## src/rtl/wb_regfile_if.sv

```systemverilog
// Bus bundle between the MEM/WB write side, the ID read ports and the debug/commit observers.
interface wb_regfile_if #(
  parameter int unsigned DW    = 32,
  parameter int unsigned AW    = 5,
  parameter int unsigned CNT_W = 32
);
  logic             rf_we_i;
  logic [AW-1:0]    wR_i;
  logic [DW-1:0]    wD_i;
  logic [AW-1:0]    rR1_i;
  logic [AW-1:0]    rR2_i;
  logic [DW-1:0]    rD1_o;
  logic [DW-1:0]    rD2_o;
  logic [AW-1:0]    dbg_addr_i;
  logic [DW-1:0]    dbg_data_o;
  logic [CNT_W-1:0] wb_cnt_o;

  modport master (
    output rf_we_i, wR_i, wD_i, rR1_i, rR2_i, dbg_addr_i,
    input  rD1_o, rD2_o, dbg_data_o, wb_cnt_o
  );

  modport slave (
    input  rf_we_i, wR_i, wD_i, rR1_i, rR2_i, dbg_addr_i,
    output rD1_o, rD2_o, dbg_data_o, wb_cnt_o
  );
endinterface

```

## src/rtl/wb_regfile.sv

```systemverilog
// RV32I writeback register file: x0 hard-wired to zero, write-first bypass on all read ports,
// and a wrapping counter of committed non-x0 writes.
module wb_regfile #(
  parameter int unsigned DW    = 32,
  parameter int unsigned AW    = 5,
  parameter int unsigned CNT_W = 32
) (
  input  logic        clk,
  input  logic        rst,
  wb_regfile_if.slave bus
);
  localparam int unsigned NREG = 2 ** AW;

  logic [DW-1:0]    mem_q [NREG];
  logic [DW-1:0]    mem_d [NREG];
  logic [CNT_W-1:0] cnt_q;
  logic [CNT_W-1:0] cnt_d;
  logic             commit;

  assign commit = bus.rf_we_i && (bus.wR_i != '0) && !rst;

  always_comb begin
    mem_d = mem_q;
    cnt_d = cnt_q;
    if (commit) begin
      mem_d[bus.wR_i] = bus.wD_i;
      cnt_d           = cnt_q + CNT_W'(1);
    end
  end

  always_ff @(posedge clk) begin
    if (rst) begin
      for (int unsigned i = 0; i < NREG; i++) mem_q[i] <= '0;
      cnt_q <= '0;
    end else begin
      mem_q <= mem_d;
      cnt_q <= cnt_d;
    end
  end

  // Bypass keys off commit so a write held during reset never leaks onto a read port.
  function automatic logic [DW-1:0] read_port(input logic [AW-1:0] idx);
    logic [DW-1:0] val;
    val = '0;
    if (rst || idx == '0)               val = '0;
    else if (commit && idx == bus.wR_i) val = bus.wD_i;
    else                                val = mem_q[idx];
    return val;
  endfunction

  always_comb begin
    bus.rD1_o      = read_port(bus.rR1_i);
    bus.rD2_o      = read_port(bus.rR2_i);
    bus.dbg_data_o = read_port(bus.dbg_addr_i);
    bus.wb_cnt_o   = cnt_q;
  end
endmodule

```

## src/flat_wrapper.sv

```systemverilog
// flat-port wrapper written by rule: the top's interface ports become plain ports
module wb_regfile_flat 
#(
  parameter int unsigned DW    = 32,
  parameter int unsigned AW    = 5,
  parameter int unsigned CNT_W = 32
)
  (clk, rst, bus_rf_we_i, bus_wR_i, bus_wD_i, bus_rR1_i, bus_rR2_i, bus_dbg_addr_i, bus_rD1_o, bus_rD2_o, bus_dbg_data_o, bus_wb_cnt_o);
  wb_regfile_if #(.DW(DW), .AW(AW), .CNT_W(CNT_W)) bus_i ();
  input  logic clk;
  input  logic rst;
  input wire logic [$bits(bus_i.rf_we_i)-1:0] bus_rf_we_i;
  input wire logic [$bits(bus_i.wR_i)-1:0] bus_wR_i;
  input wire logic [$bits(bus_i.wD_i)-1:0] bus_wD_i;
  input wire logic [$bits(bus_i.rR1_i)-1:0] bus_rR1_i;
  input wire logic [$bits(bus_i.rR2_i)-1:0] bus_rR2_i;
  input wire logic [$bits(bus_i.dbg_addr_i)-1:0] bus_dbg_addr_i;
  output wire logic [$bits(bus_i.rD1_o)-1:0] bus_rD1_o;
  output wire logic [$bits(bus_i.rD2_o)-1:0] bus_rD2_o;
  output wire logic [$bits(bus_i.dbg_data_o)-1:0] bus_dbg_data_o;
  output wire logic [$bits(bus_i.wb_cnt_o)-1:0] bus_wb_cnt_o;
  assign bus_i.rf_we_i = bus_rf_we_i;
  assign bus_i.wR_i = bus_wR_i;
  assign bus_i.wD_i = bus_wD_i;
  assign bus_i.rR1_i = bus_rR1_i;
  assign bus_i.rR2_i = bus_rR2_i;
  assign bus_i.dbg_addr_i = bus_dbg_addr_i;
  assign bus_rD1_o = bus_i.rD1_o;
  assign bus_rD2_o = bus_i.rD2_o;
  assign bus_dbg_data_o = bus_i.dbg_data_o;
  assign bus_wb_cnt_o = bus_i.wb_cnt_o;
  wb_regfile #(.DW(DW), .AW(AW), .CNT_W(CNT_W)) u_core (.clk(clk), .rst(rst), .bus(bus_i));
endmodule
```

## config.mk

```make
export PLATFORM = sky130hd
export DESIGN_NAME = wb_regfile_flat
export DESIGN_NICKNAME = d
export VERILOG_FILES = /design/src/rtl/wb_regfile_if.sv /design/src/rtl/wb_regfile.sv /design/src/flat_wrapper.sv
export SDC_FILE = /design/constraint.sdc
export NUM_CORES = 2
export LEC_CHECK = 0
export CORE_ASPECT_RATIO = 1.4
export CORE_MARGIN = 2
export CORE_UTILIZATION = 25
export DETAILED_ROUTE_END_ITERATION = 10
export SLEW_MARGIN = 20
export SYNTH_ARGS = -nofsm -noshare
export SYNTH_HDL_FRONTEND = slang
export SYNTH_SLANG_ARGS = --single-unit
export TNS_END_PERCENT = 1
```

## constraint.sdc

```tcl
create_clock -name clk -period 4.1 [get_ports clk]
set_input_delay 0.82 -clock clk [delete_from_list [all_inputs] [get_ports clk]]
set_output_delay 0.82 -clock clk [all_outputs]
set_load 0.005 [all_outputs]
```

==> flow_metrics.env <==
export IMPL_stdcell_area_um2=75800
export IMPL_grt_usage_pct=22.1
export IMPL_yosys_area_share_adder_pct=0.0204
export IMPL_rows=215
export IMPL_worstHoldStart="u_core.mem_q[60]$_SDFFE_PP0P_"
export IMPL_seq_area_frac_synth_pct=34.4
export IMPL_synth_top_family_by_area="multiplexers"
export IMPL_synthCells=6604
export IMPL_cp_start_kind="primary input"
export IMPL_maxSlewHeadroom_pct=14.0
export IMPL_pwr_share_comb_pct=11.7
export IMPL_required_ns=3.28
export IMPL_nets=6833
export IMPL_postPlaceCellArea_um2=71400
export IMPL_grt_pass1_vias=57500
export IMPL_htreeDepth=3
export IMPL_synth_ff_type="dfxtp_1"
export IMPL_status="finished with violations"
export IMPL_syn_area_per_cell_um2=9.31
export IMPL_vias_per_cell=5.79
export IMPL_ant_nets=0
export IMPL_tritoncts="yes"
export IMPL_worstPathMaxFanout=24
export IMPL_rsz0062_at_grt="yes"
export IMPL_clock_path_buffers=3
export IMPL_crit_start="bus_wR_i[4]"
export IMPL_drive_gt1_share_pct=25.4
export IMPL_die_h_um=591
export IMPL_p_seq_share_pct=44.7
export IMPL_ys_types=54
export IMPL_r2r_slack_ns=2.03
export IMPL_syn_area_um2=61500
export IMPL_ys_ff_latch=1056
export IMPL_grt_max_degree=222
export IMPL_root_buffer="clkbuf_16"
export IMPL_place_congestion=0.953
export IMPL_drc=0
export IMPL_drt_iter0_markers=8043
export IMPL_start_util_pct=25.1
export IMPL_worst_slew_pin_slew_ns=1.29
export IMPL_period_share_pct=106
export IMPL_yosys_mux_area_fraction_pct=30.2
export IMPL_place_port_buffers=182
export IMPL_synth_compound_area_share_pct=14.8
export IMPL_r2r_end="u_core.bus.wb_cnt_o[29]$_SDFFE_PP0P_"
export IMPL_hpwl_um=195000
export IMPL_slew_violations=0
export IMPL_cp_end_kind="output port"
export IMPL_grt_overflow_total=0
export IMPL_antenna_found_initial=30
export IMPL_clk_latency_ns=0.73
export IMPL_holdPathStages=2
export IMPL_post_drt_wl_per_cell_um=28.5
export IMPL_yosys_warnings=0
export IMPL_clock_power_share_pct=43.6
export IMPL_async_reset_ff_share_pct=0
export IMPL_power_leakage_uw=0.0247
export IMPL_max_cap_violations=0
export IMPL_clk_pin_slew_ns=0.07
export IMPL_vdd_ir_drop_worst_v=0.000388
export IMPL_coreArea_um2=245000
export IMPL_rr_worst_depth=5
export IMPL_finClkSkew_ns=0.00729
export IMPL_internal_power_uw=16700
export IMPL_wl_um=288000
export IMPL_synth_simple_area_share_pct=14.9
export IMPL_fin_crit_ns=4.35
export IMPL_synth_edff_count=0
export IMPL_finalHoldViolCount=0
export IMPL_finalSetupViolCount=34
export IMPL_power_net_switching_uw=6360
export IMPL_num_vias=58600
export IMPL_clock_sinks=1056
export IMPL_violations="setup timing"
export IMPL_cts_made_buffers=101
export IMPL_p_per_area_nw_per_um2=305
export IMPL_die_w_um=423
export IMPL_io_pins=183
export IMPL_cp_arrival_ns=3.53
export IMPL_synth_nets=6660
export IMPL_final_cell_mix="nand2_1, dfxtp_1, a21oi_1, mux4_2, buf_4"
export IMPL_holdPathEnd="u_core.mem_q[60]$_SDFFE_PP0P_"
export IMPL_die_area_um2=250000
export IMPL_place_ws_ns=-0.597
export IMPL_fmax_mhz=230
export IMPL_fin_ws_ns=-0.247
export IMPL_final_common_cell="nand2_1"
export IMPL_p_sw_share_pct=27.5
export IMPL_path_class="in -> out"
export IMPL_grt_pass1_wl_um=409000
export IMPL_first_pass_iters=10
export IMPL_min_path_type="reg -> reg"
export IMPL_rr_startpoint="u_core.bus.wb_cnt_o[2]$_SDFFE_PP0P_"
export IMPL_synth_xor_area_share_pct=0.542
export IMPL_area_delta_synth_final_pct=23.3
[layout make-up]
type                            count  area [µm²]
Timing Repair Buffer              805        8630
Multi-Input combinational cell   4800       38400
Clock inverter                     46         543
Antenna cell                        2        5.00
Tap cell                         3255        4070
Clock buffer                      145        2940
Fill cell                       24900      169000
Inverter                           13        48.8
Sequential cell                  1056       21100
[what timing repair did]
| item | CTS | global route |
|---|---|---|
| hold buffers | 0 | 0 |
| endpoints found under the setup margin | 96 | 71 |
| setup buffers | 9 | 0 |
| endpoints found under the hold margin | 0 | 0 |
| pin swaps | 26 | 15 |
| gates resized for setup | 209 | 34 |
[power groups by stage]
stage	Sequential, µW	Combinational (µW)	Clock [µW]
after floorplan	10600	1350	0
after global placement	10600	2560	0
after detailed placement	10600	2570	0
after CTS	10300	2630	10100
after global routing	10300	2760	10500
final	10300	2700	10100
[worst max-delay path by stage]
stage | cells past startpoint | to
final | 10 | bus_dbg_data_o[8]
after global routing | 10 | bus_dbg_data_o[12]
after CTS | 10 | bus_rD1_o[29]
after detailed placement | 8 | bus_rD1_o[0]
after global placement | 8 | bus_rD1_o[0]
after floorplan | 9 | bus_dbg_data_o[10]
[per-layer routing]
metal  track usage [%]  wire length (µm)
met1              25.2             98100
met2              34.9            130000
met3              5.68             31300
met4              18.3             28700
met5                 0               165
[synth_stat cells (all sizes together), types with 4 or more instances]
cell / instances / area share, %
a211o: 62 / 0.88
a21oi: 1099 / 8.9
a221o: 32 / 0.52
a221oi: 68 / 0.97
a22oi: 226 / 2.8
and2: 5 / 0.051
and3: 4 / 0.041
buf: 181 / 1.6
clkbuf: 554 / 3.4
dfxtp: 1056 / 34
inv: 13 / 0.079
mux2i: 137 / 2.2
mux4: 762 / 28
nand2: 2063 / 13
nand3: 9 / 0.073
nand4: 7 / 0.071
nor2: 70 / 0.43
nor2b: 104 / 1.1
nor3: 15 / 0.12
nor4: 11 / 0.11
o21ai: 8 / 0.083
o21bai: 34 / 0.42
or3: 10 / 0.10
xnor2: 32 / 0.46
xor2: 6 / 0.086
[sequential cells by signal, indices dropped and copies added (netlist names)]
register             flops
u_core.mem_q          1024
u_core.bus.wb_cnt_o     32
[worst max-delay path, stage by stage]
cell	delay, ns
clkdlybuf4s50_1	0.43
or3_4	0.41
buf_4	0.16
o21ai_2	0.15
buf_6	0.18
o31ai_4	0.10
buf_12	0.24
nor2b_2	0.21
a211o_1	0.26
clkdlybuf4s50_1	0.56
[through the flow]
step	total power (µW)	setup TNS, ns	instances	hold slack, ns	util (%)
floorplan	11900	0	6604	0.451	-
global placement	13100	-36.39	9919	0.460	29.1
detailed placement	13100	-35.12	9920	0.468	29.2
CTS	23100	-5.93	10100	0.479	30.9
global route	23600	-5.81	10100	0.498	30.9
finish	23100	-4.50	10100	0.478	31.0
[cell families (layout without fill, tap and decap cells)]
kind of cell / count (synthesis) / after routing
and+or+nand+nor: 2318 / 2318
AOI/OAI and AO/OA: 1544 / 1544
DFF: 1056 / 1056
muxes: 899 / 899
buffers and inverters: 748 / 1009
xor gates and xnor gates: 38 / 38
adders and majority gates: 1 / 1
other: 0 / 2
Power figures use the tool's default switching activity.
